### src/rtl/rv_pkg.sv
// Package for the fetch/decode stage.
// Holds the opcode, funct3 and funct7 encodings of the supported instructions
// (add, addi, bne), the ALU control encoding, and ctrl_t, which bundles the
// per-instruction datapath controls produced by the decoder.
package rv_pkg;

   localparam logic [6:0] OP_R   = 7'b0110011;   // register-register ALU
   localparam logic [6:0] OP_I   = 7'b0010011;   // register-immediate ALU
   localparam logic [6:0] OP_B   = 7'b1100011;   // conditional branch

   localparam logic [2:0] F3_ADD = 3'b000;
   localparam logic [2:0] F3_BNE = 3'b001;
   localparam logic [6:0] F7_ADD = 7'b0000000;

   localparam int         ALU_CTRL_W = 3;
   localparam logic [ALU_CTRL_W-1:0] ALU_ADD = 3'b000;
   localparam logic [ALU_CTRL_W-1:0] ALU_SUB = 3'b001;

   typedef struct packed {
      logic                  reg_write;   // raw write enable, before valid/stall gating
      logic                  alu_src;     // 1 = immediate is operand 2
      logic [ALU_CTRL_W-1:0] alu_ctrl;
      logic                  is_bne;
   } ctrl_t;

endpackage

### src/rtl/instr_decoder.sv
// Combinational instruction decoder.
// Ports:
//   instr    in   DATA_WIDTH          instruction word
//   ctrl     out  ctrl_t              write enable, operand select, ALU op, bne flag
//   imm      out  DATA_WIDTH          sign-extended immediate (0 for add/illegal)
//   illegal  out  1                   word is not add/addi/bne (not gated by valid)
//   rs1/rs2/rd out REG_ADDRESS_WIDTH  raw register index fields
module instr_decoder
   import rv_pkg::*;
#(
   parameter int REG_ADDRESS_WIDTH = 5,
   parameter int DATA_WIDTH        = 32
) (
   input  logic [DATA_WIDTH-1:0]        instr,
   output ctrl_t                        ctrl,
   output logic [DATA_WIDTH-1:0]        imm,
   output logic                         illegal,
   output logic [REG_ADDRESS_WIDTH-1:0] rs1,
   output logic [REG_ADDRESS_WIDTH-1:0] rs2,
   output logic [REG_ADDRESS_WIDTH-1:0] rd
);

   logic [6:0] opcode;
   logic [2:0] funct3;
   logic [6:0] funct7;

   assign opcode = instr[6:0];
   assign funct3 = instr[14:12];
   assign funct7 = instr[31:25];

   // Register fields are passed through regardless of format; the datapath
   // ignores the ones an instruction does not use.
   assign rs1 = instr[15 +: REG_ADDRESS_WIDTH];
   assign rs2 = instr[20 +: REG_ADDRESS_WIDTH];
   assign rd  = instr[7  +: REG_ADDRESS_WIDTH];

   always_comb begin
      ctrl.reg_write = 1'b0;
      ctrl.alu_src   = 1'b0;
      ctrl.alu_ctrl  = ALU_ADD;
      ctrl.is_bne    = 1'b0;
      imm            = '0;
      illegal        = 1'b1;

      case (opcode)
         OP_R: begin
            if (funct3 == F3_ADD && funct7 == F7_ADD) begin
               illegal        = 1'b0;
               ctrl.reg_write = 1'b1;
            end
         end
         OP_I: begin
            if (funct3 == F3_ADD) begin
               illegal        = 1'b0;
               ctrl.reg_write = 1'b1;
               ctrl.alu_src   = 1'b1;
               imm            = {{(DATA_WIDTH-12){instr[31]}}, instr[31:20]};
            end
         end
         OP_B: begin
            if (funct3 == F3_BNE) begin
               illegal       = 1'b0;
               ctrl.alu_ctrl = ALU_SUB;
               ctrl.is_bne   = 1'b1;
               // B-type offset is scattered and always even.
               imm = {{(DATA_WIDTH-13){instr[31]}}, instr[31], instr[7],
                      instr[30:25], instr[11:8], 1'b0};
            end
         end
         default: ;
      endcase
   end

endmodule

### src/rtl/fetch_decode.sv
// Fetch/decode stage feeding the register-file/ALU datapath.
// Owns the fetch PC, drives a synchronous (1-cycle latency) instruction ROM and
// decodes the returned word. bne is resolved in decode from the datapath EQ
// flag; a taken branch redirects fetch and squashes the one wrong-path word.
// Ports:
//   clk, rst        clock; synchronous active-high reset
//   imem_addr       ROM byte address (data returns next cycle)
//   imem_rdata      ROM read data = decode-stage instruction
//   stall           hold decode stage, no PC advance, RegWrite forced low
//   EQ              datapath equality flag for the decode-stage instruction
//   d_valid, d_pc   decode stage holds a real instruction / its PC
//   ImmOp, rs1, rs2, rd, RegWrite, ALUsrc, ALUctrl, illegal  decoded controls
module fetch_decode
   import rv_pkg::*;
#(
   parameter int MEM_ADDRESS_WIDTH = 8,
   parameter int REG_ADDRESS_WIDTH = 5,
   parameter int DATA_WIDTH        = 32,
   parameter logic [MEM_ADDRESS_WIDTH-1:0] RESET_PC = '0
) (
   input  logic                         clk,
   input  logic                         rst,
   output logic [MEM_ADDRESS_WIDTH-1:0] imem_addr,
   input  logic [DATA_WIDTH-1:0]        imem_rdata,
   input  logic                         stall,
   input  logic                         EQ,
   output logic                         d_valid,
   output logic [MEM_ADDRESS_WIDTH-1:0] d_pc,
   output logic [DATA_WIDTH-1:0]        ImmOp,
   output logic [REG_ADDRESS_WIDTH-1:0] rs1,
   output logic [REG_ADDRESS_WIDTH-1:0] rs2,
   output logic [REG_ADDRESS_WIDTH-1:0] rd,
   output logic                         RegWrite,
   output logic                         ALUsrc,
   output logic [ALU_CTRL_W-1:0]        ALUctrl,
   output logic                         illegal
);

   logic [MEM_ADDRESS_WIDTH-1:0] fetch_pc;
   logic [MEM_ADDRESS_WIDTH-1:0] f_pc_q;     // address issued last cycle = decode PC
   logic                         f_valid_q;

   ctrl_t ctrl;
   logic  dec_illegal;
   logic  br_taken;
   logic [MEM_ADDRESS_WIDTH-1:0] br_target;

   instr_decoder #(
      .REG_ADDRESS_WIDTH (REG_ADDRESS_WIDTH),
      .DATA_WIDTH        (DATA_WIDTH)
   ) u_dec (
      .instr   (imem_rdata),
      .ctrl    (ctrl),
      .imm     (ImmOp),
      .illegal (dec_illegal),
      .rs1     (rs1),
      .rs2     (rs2),
      .rd      (rd)
   );

   assign d_valid  = f_valid_q;
   assign d_pc     = f_pc_q;
   assign ALUsrc   = ctrl.alu_src;
   assign ALUctrl  = ctrl.alu_ctrl;
   assign RegWrite = f_valid_q & ctrl.reg_write & ~stall;
   assign illegal  = f_valid_q & dec_illegal;

   // Re-issuing the decode PC during a stall makes the ROM return the same
   // word next cycle, so the decode outputs stay frozen without a holding reg.
   assign imem_addr = stall ? f_pc_q : fetch_pc;

   assign br_taken  = f_valid_q & ctrl.is_bne & ~EQ & ~stall;
   assign br_target = f_pc_q + ImmOp[MEM_ADDRESS_WIDTH-1:0];

   always_ff @(posedge clk) begin
      if (rst) begin
         fetch_pc  <= RESET_PC;
         f_pc_q    <= RESET_PC;
         f_valid_q <= 1'b0;
      end else if (!stall) begin
         f_pc_q <= fetch_pc;
         if (br_taken) begin
            // The word fetched this cycle is wrong-path: mark it as a bubble.
            fetch_pc  <= br_target;
            f_valid_q <= 1'b0;
         end else begin
            fetch_pc  <= fetch_pc + MEM_ADDRESS_WIDTH'(4);
            f_valid_q <= 1'b1;
         end
      end
   end

endmodule

### config.mk
export PLATFORM = sky130hd
export DESIGN_NAME = fetch_decode
export DESIGN_NICKNAME = d
export VERILOG_FILES = /design/src/rtl/rv_pkg.sv /design/src/rtl/instr_decoder.sv /design/src/rtl/fetch_decode.sv
export SDC_FILE = /design/constraint.sdc
export NUM_CORES = 1
export LEC_CHECK = 0
export BUFFER_PORTS_ARGS = -buffer_cell sky130_fd_sc_hd__buf_2
export CAP_MARGIN = 25
export CORE_MARGIN = 2
export CORE_UTILIZATION = 38
export DETAILED_ROUTE_END_ITERATION = 12
export MAX_ROUTING_LAYER = met4
export PLACE_DENSITY = 0.85
export SETUP_SLACK_MARGIN = 0.5
export SLEW_MARGIN = 20
export SYNTH_ARGS = -nofsm -noshare
export SYNTH_HDL_FRONTEND = slang
export SYNTH_SLANG_ARGS = --single-unit
### constraint.sdc
create_clock -name clk -period 2.9 [get_ports clk]
set_input_delay 0.58 -clock clk [delete_from_list [all_inputs] [get_ports clk]]
set_output_delay 0.58 -clock clk [all_outputs]
set_load 0.1 [all_outputs]
**Word level (Yosys, flattened, before mapping)**

Index checks and enable logic that the tools add are counted.

- Equality and inequality tests: 4
- Reductions and logical operators: 3
- $add $sub $neg: 2
- Muxes and demuxes: 16
- Bitwise gates (word level): 8

Operator list:

| cell | count |
|---|---|
| 32-bit 2-to-1 mux | 2 |
| 32-bit case mux with 2 select lines | 1 |
| 8-bit 2-to-1 mux | 2 |
| 8-bit by 3-bit adder with 8-bit output (second input constant) | 1 |
| 8-bit adder | 1 |
| 7-bit by 5-bit == test with 1-bit output (second input constant) | 1 |
| 7-bit by 6-bit == test with 1-bit output (second input constant) | 1 |
| 7-bit == test (second input constant) | 1 |
| 7-bit zero test | 1 |
| 1-bit bitwise AND | 6 |
| 1-bit 2-to-1 mux | 6 |
| 2-bit 2-to-1 mux | 2 |
| 4-bit 2-to-1 mux | 1 |
| 3-bit by 1-bit == test with 1-bit output (second input constant) | 1 |
| 3-bit zero test | 1 |
| 1-bit case mux with 3 select lines | 1 |
| 1-bit inverter | 2 |
| 1-bit case mux with 2 select lines | 1 |
| 1-bit logical AND | 1 |

- Register bits: 17
- Bits of input ports: 36
- Output and inout port bits: 70
- Logic and storage cells: 36

**Depth between registers and ports, before layout**

- Word-level depth: 7
- Mapped depth: 11

**Modules after synthesis**

From an unflattened synthesis, not the netlist that was laid out.

- Cell total of the unflattened synthesis: 198
- Area total of the unflattened synthesis: 1609.0 um^2

Modules (own cells, without submodules):

| module | sequential area each (um^2) | cells each | area an instance (um^2) | instances |
|---|---|---|---|---|
| fetch_decode | 340.3 | 123 | 1064.8 | 1 |
| instr_decoder | 0.0 | 75 | 544.3 | 1 |

**Worst setup path after synthesis**

No wires, ideal clock.

- Path type: input-to-reg
- Start point: in imem_rdata[2]
- End point: reg fetch_pc[6]
- Slack: -2.143 ns
- Setup time: 0.119 ns
- Arrival: 4.924 ns
- Cell stages on the path: 10
- Cells stage by stage: nand4bb_4 or3_1 nor2_1 a22o_1 ha_1 a21o_1 a21oi_1 o21ai_0 xor2_1 o221a_2

- Elaborated cells on any way between the ends: 9

RTL lines:

| what | line | source |
|---|---|---|
| start: declaration | fetch_decode.sv:24 | `input logic [DATA_WIDTH-1:0] imem_rdata,` |
| 7-bit == test or 7-bit by 5-bit == test with 1-bit output (tied branches) | instr_decoder.sv:45 | `case (opcode)` |
| 32-bit case mux with 2 select lines * | instr_decoder.sv:45 |  |
| named net ImmOp[2] | fetch_decode.sv:29 | `output logic [DATA_WIDTH-1:0] ImmOp,` |
| 8-bit adder * | fetch_decode.sv:73 | `assign br_target = f_pc_q + ImmOp[MEM_ADDRESS_WIDTH-1:0];` |
| 8-bit 2-to-1 mux * | fetch_decode.sv:82 | `if (br_taken) begin` |
| end signal: assignment | fetch_decode.sv:84 | `fetch_pc <= br_target;` |
| end signal: assignment | fetch_decode.sv:87 | `fetch_pc <= fetch_pc + MEM_ADDRESS_WIDTH'(4);` |
| end: declaration | fetch_decode.sv:39 | `logic [MEM_ADDRESS_WIDTH-1:0] fetch_pc;` |

Mark *: on every way through the listed nets, which the timed path passes. The rest lies on a longest branch.
A chain may end at the register's enable or synchronous reset.

**Worst setup path after layout**

- Start point: in imem_rdata[6]
- End point: out ImmOp[29]

- Cells in the longest elaborated chain, start to end: 2
- Elaborated cells on any way between the ends: 3

RTL lines:

| what | line |
|---|---|
| 7-bit == test or 7-bit by 5-bit == test with 1-bit output (tied branches) | instr_decoder.sv:45 |
| 32-bit case mux with 2 select lines * | instr_decoder.sv:45 |
| end: declaration | fetch_decode.sv:29 |

Mark *: on every way between the ends. The rest lies on a longest branch, timed or not.

==> flow_summary_export.csv <==
group,metric,value,unit
placed_design,detailedPlacementHpwl,3710,um
synthesis,synth_edf_count,0,
cells_and_area,layout-drive-gt1-share,66.7,%
power,switching_share,38.6,%
critical_path,cp.arrival,2.25,ns
job,max_cap_viol_count,0,
cells_and_area,highest_count_cells_in_the_layout_ignoring_fill_and_taps,"55 x sky130_fd_sc_hd__buf_2, 36 x sky130_fd_sc_hd__buf_12, 17 x sky130_fd_sc_hd__dfxtp_1, 17 x sky130_fd_sc_hd__buf_4, 16 x sky130_fd_sc_hd__buf_6",
sta,slew_headroom,62.4,%
cts,cts_tree,"built",
cts,cts-buffers-inserted,3,
global_route,gr-usage-all-layers,21.1,%
synthesis,synth_cell_types,47,
cells_and_area,nets,316,
cells_and_area,area_delta_synth_final,93.4,%
cts,ctsRootBufferMaster,"sky130_fd_sc_hd__clkbuf_8",
cts,total_of_hold_buffers_inserted_after_clock_tree_synthesis,0,
synthesis,netlist_instances,178,
critical_path,reg2reg_to,"fetch_pc[7]",
placed_design,last_weighted_congestion_value_of_the_routability_driven_placer,0.869,
power,p_switching,0.000245,W
sta,timing.final.setup_violations,0,
sta,timing_worst_slew_pin_value,0.563,ns
cells_and_area,diodes,0,
critical_path,crit_end,"ImmOp[29]",
placed_design,placement.setup.worst_slack,-0.147,ns
floorplanning,floorplan.die_area,0.00454,sq mm
critical_path,reg2reg_from,"d_valid",
synthesis,average_instance_area_after_synthesis,8.58,sq um
routing,final_antenna_net_count,0,
synthesis,postSynth.asyncResetShare,0,%
floorplanning,initial_utilization,38.7,%
floorplanning,dieWidth,67.4,um
global_route,overflow,0,
critical_path,slowest_delay,0.57,ns
global_route,grt_start_max_net_pins,23,
synthesis,dominantRegCellSynth,"sky130_fd_sc_hd__dfxtp_1",
placed_design,place_area,0.00255,sq mm
power,peakVddDrop,0.352,mV
power,seq_power_share,38.6,%
sta,fin_skew,0.00479,ns
sta,worst_case_setup_margin_in_the_final_layout,0.0747,ns
critical_path,cp-end-kind,"output port",
critical_path,slowest_stage,"sky130_fd_sc_hd__or4b_4",
cts,cts.sink_count,17,
critical_path,r2r_slack,0.96,ns
synthesis,post_synth_instance_area,0.00153,sq mm
floorplanning,placeableCoreArea,0.00394,sq mm
power,p_clk_share,28.5,%
power,combinationalPowerShare,33.0,%
cells_and_area,fill_cells,244,
routing,wl,5220,um
critical_path,worstSetupPathType,"input port to output port",
routing,detailroute.via_count,1626,
power,report.power.total,0.000634,W
cells_and_area,final_common_cell,"sky130_fd_sc_hd__buf_2",
sta,max_freq,354,MHz
synthesis,ys_warn_count,0,
routing,vias_per_cell,5.08,
sta,final.min_clock_period,2.83,ns
sta,hold_violations,0,
critical_path,cp_max_fo,10,
critical_path,startpoint,"imem_rdata[6]",
outcome,outcome,"completed",
cells_and_area,final_cell_area,0.00295,sq mm
cts,clock_transition_at_the_registers_of_the_reported_paths,0.06,ns
critical_path,rr_worst_depth,6,
global_route,global_route_wire_length_before_repair,6930,um
power,cellPowerDensity,215,mW/mm^2
critical_path,cp.required,2.32,ns
cts,h_tree_lvls,1,
routing,avgRoutedWirePerCell,16.3,um
routing,remaining_drc_errors,0,
placed_design,portBuffers,93,
power,cellInternalPower,0.000389,W
floorplanning,std_cell_rows,23,
synthesis,ys_ff_latch,17,
global_route,grt_pass1_vias,1415,
cts,maximum_count_of_clock_buffers_along_a_single_path,2,
sta,min_period_over_period,97.4,%
hold_path,worst_hold_path_type,"flop to flop",
routing,drt_iter0_markers,55,
critical_path,critical_path.cell_chain,"buf_6 -> or4b_4 -> a2111oi_4 -> and2_4 -> buf_16 -> buf_12",
routing,drtPass1Iterations,5,
floorplanning,floorplan.io_pins,106,
cells_and_area,utilization_after_layout,74.9,%
sta,slew_violations,0,
power,power.leakage,1.33,nW
sta,final.hold.worst_slack,0.462,ns
critical_path,worst_setup_path_start_kind,"input port",
global_route,grt_antenna_before_repair,0,
floorplanning,die_h,67.4,um
synthesis,synth_seq_area_share,22.3,%
cts,clock_insertion_delay_at_the_later_pin_of_the_skew_report,0.26,ns
sta,unrepaired_setup_endpoints_after_global_routing,"yes",
## worst min-delay path by stage
| stage | depth (start not counted) | end | start | slack (ns) |
|---|---|---|---|---|
| after CTS | 2 | fetch_pc[0] | fetch_pc[0] | 0.47 |
| after floorplan | 2 | fetch_pc[0] | fetch_pc[0] | 0.43 |
| after global routing | 2 | fetch_pc[1] | fetch_pc[1] | 0.50 |
| after detailed placement | 2 | fetch_pc[0] | fetch_pc[0] | 0.46 |
| final | 2 | fetch_pc[0] | fetch_pc[0] | 0.46 |
| after global placement | 2 | fetch_pc[1] | fetch_pc[1] | 0.44 |
## stage by stage
step           TNS (ns)  cells
2_1_floorplan    -17.11    179
6_report              0    320
5_1_grt               0    320
4_1_cts               0    310
3_3_place_gp    -0.0230    300
3_5_place_dp     -0.442    300
## worst max-delay path: cells and delay by family
kind	cells	cell delay (ns)
AOI/OAI and AO/OA	1	0.36
buffers and inverters	3	0.45
and+or+nand+nor	2	0.84
## sequential cells by signal, summed over array words and instances, names as in the netlist
name and flops:
d_valid 1, d_pc 8, fetch_pc 8
## cell usage after synthesis, drive strengths merged (3+ instances only)
master | instances | area share [%]
a21o | 4 | 2.0
a21oi | 12 | 3.9
a22o | 5 | 2.9
and2 | 9 | 3.8
buf | 38 | 18
clkbuf | 3 | 0.74
dfxtp | 17 | 22
ha | 8 | 6.6
inv | 3 | 0.74
mux2 | 6 | 4.4
nand2 | 11 | 2.9
nand3 | 4 | 1.3
nor2 | 7 | 1.7
nor2b | 10 | 4.1
nor3 | 4 | 1.3
o21ai | 3 | 0.98
xnor2 | 3 | 1.7
xor2 | 4 | 2.3
## final cells by class
type | count | area (sq um) | share of cell area [%]
Clock buffer | 4 | 45.0 | 1.52
Tap cell | 50 | 62.6 | 2.12
Inverter | 3 | 13.8 | 0.466
Multi-Input combinational cell | 118 | 1090 | 37.0
Timing Repair Buffer | 128 | 1400 | 47.4
Sequential cell | 17 | 340 | 11.5
## power groups by stage
stage                     logic (W)  clock network [W]  registers (W)
after CTS                  0.000203           0.000184       0.000244
after detailed placement   0.000195                  0       0.000249
final                      0.000209           0.000180       0.000245
after global routing       0.000217           0.000200       0.000245
after floorplan            0.000175                  0       0.000265
after global placement     0.000192                  0       0.000249
## logic make-up after synthesis
logic type / after synthesis / share of synthesized area (%)
AND/OR/NAND/NOR: 59 / 24.2
buffers and inverters: 44 / 19.7
AO/OA/AOI/OAI: 35 / 17.3
flip-flops: 17 / 22.3
adder cells (fa/ha/maj): 9 / 7.86
XOR/XNOR: 7 / 4.01
multiplexers: 6 / 4.42
other: 1 / 0.245
## layer usage
metal / track usage, % / share of wire [%]
met5: - / 0
met4: 7.14 / 2.0
met3: 3.67 / 6.4
met2: 36.4 / 56
met1: 24.6 / 35
## repair_timing
| action | in CTS | in global routing |
|---|---|---|
| setup buffers | 6 | 8 |
| setup endpoints to repair | 42 | 44 |
| gates cloned | 0 | 2 |
| resized for setup | 19 | 21 |
| pin swaps | 16 | 26 |
Note: power is estimated with default switching activity, not from simulation.
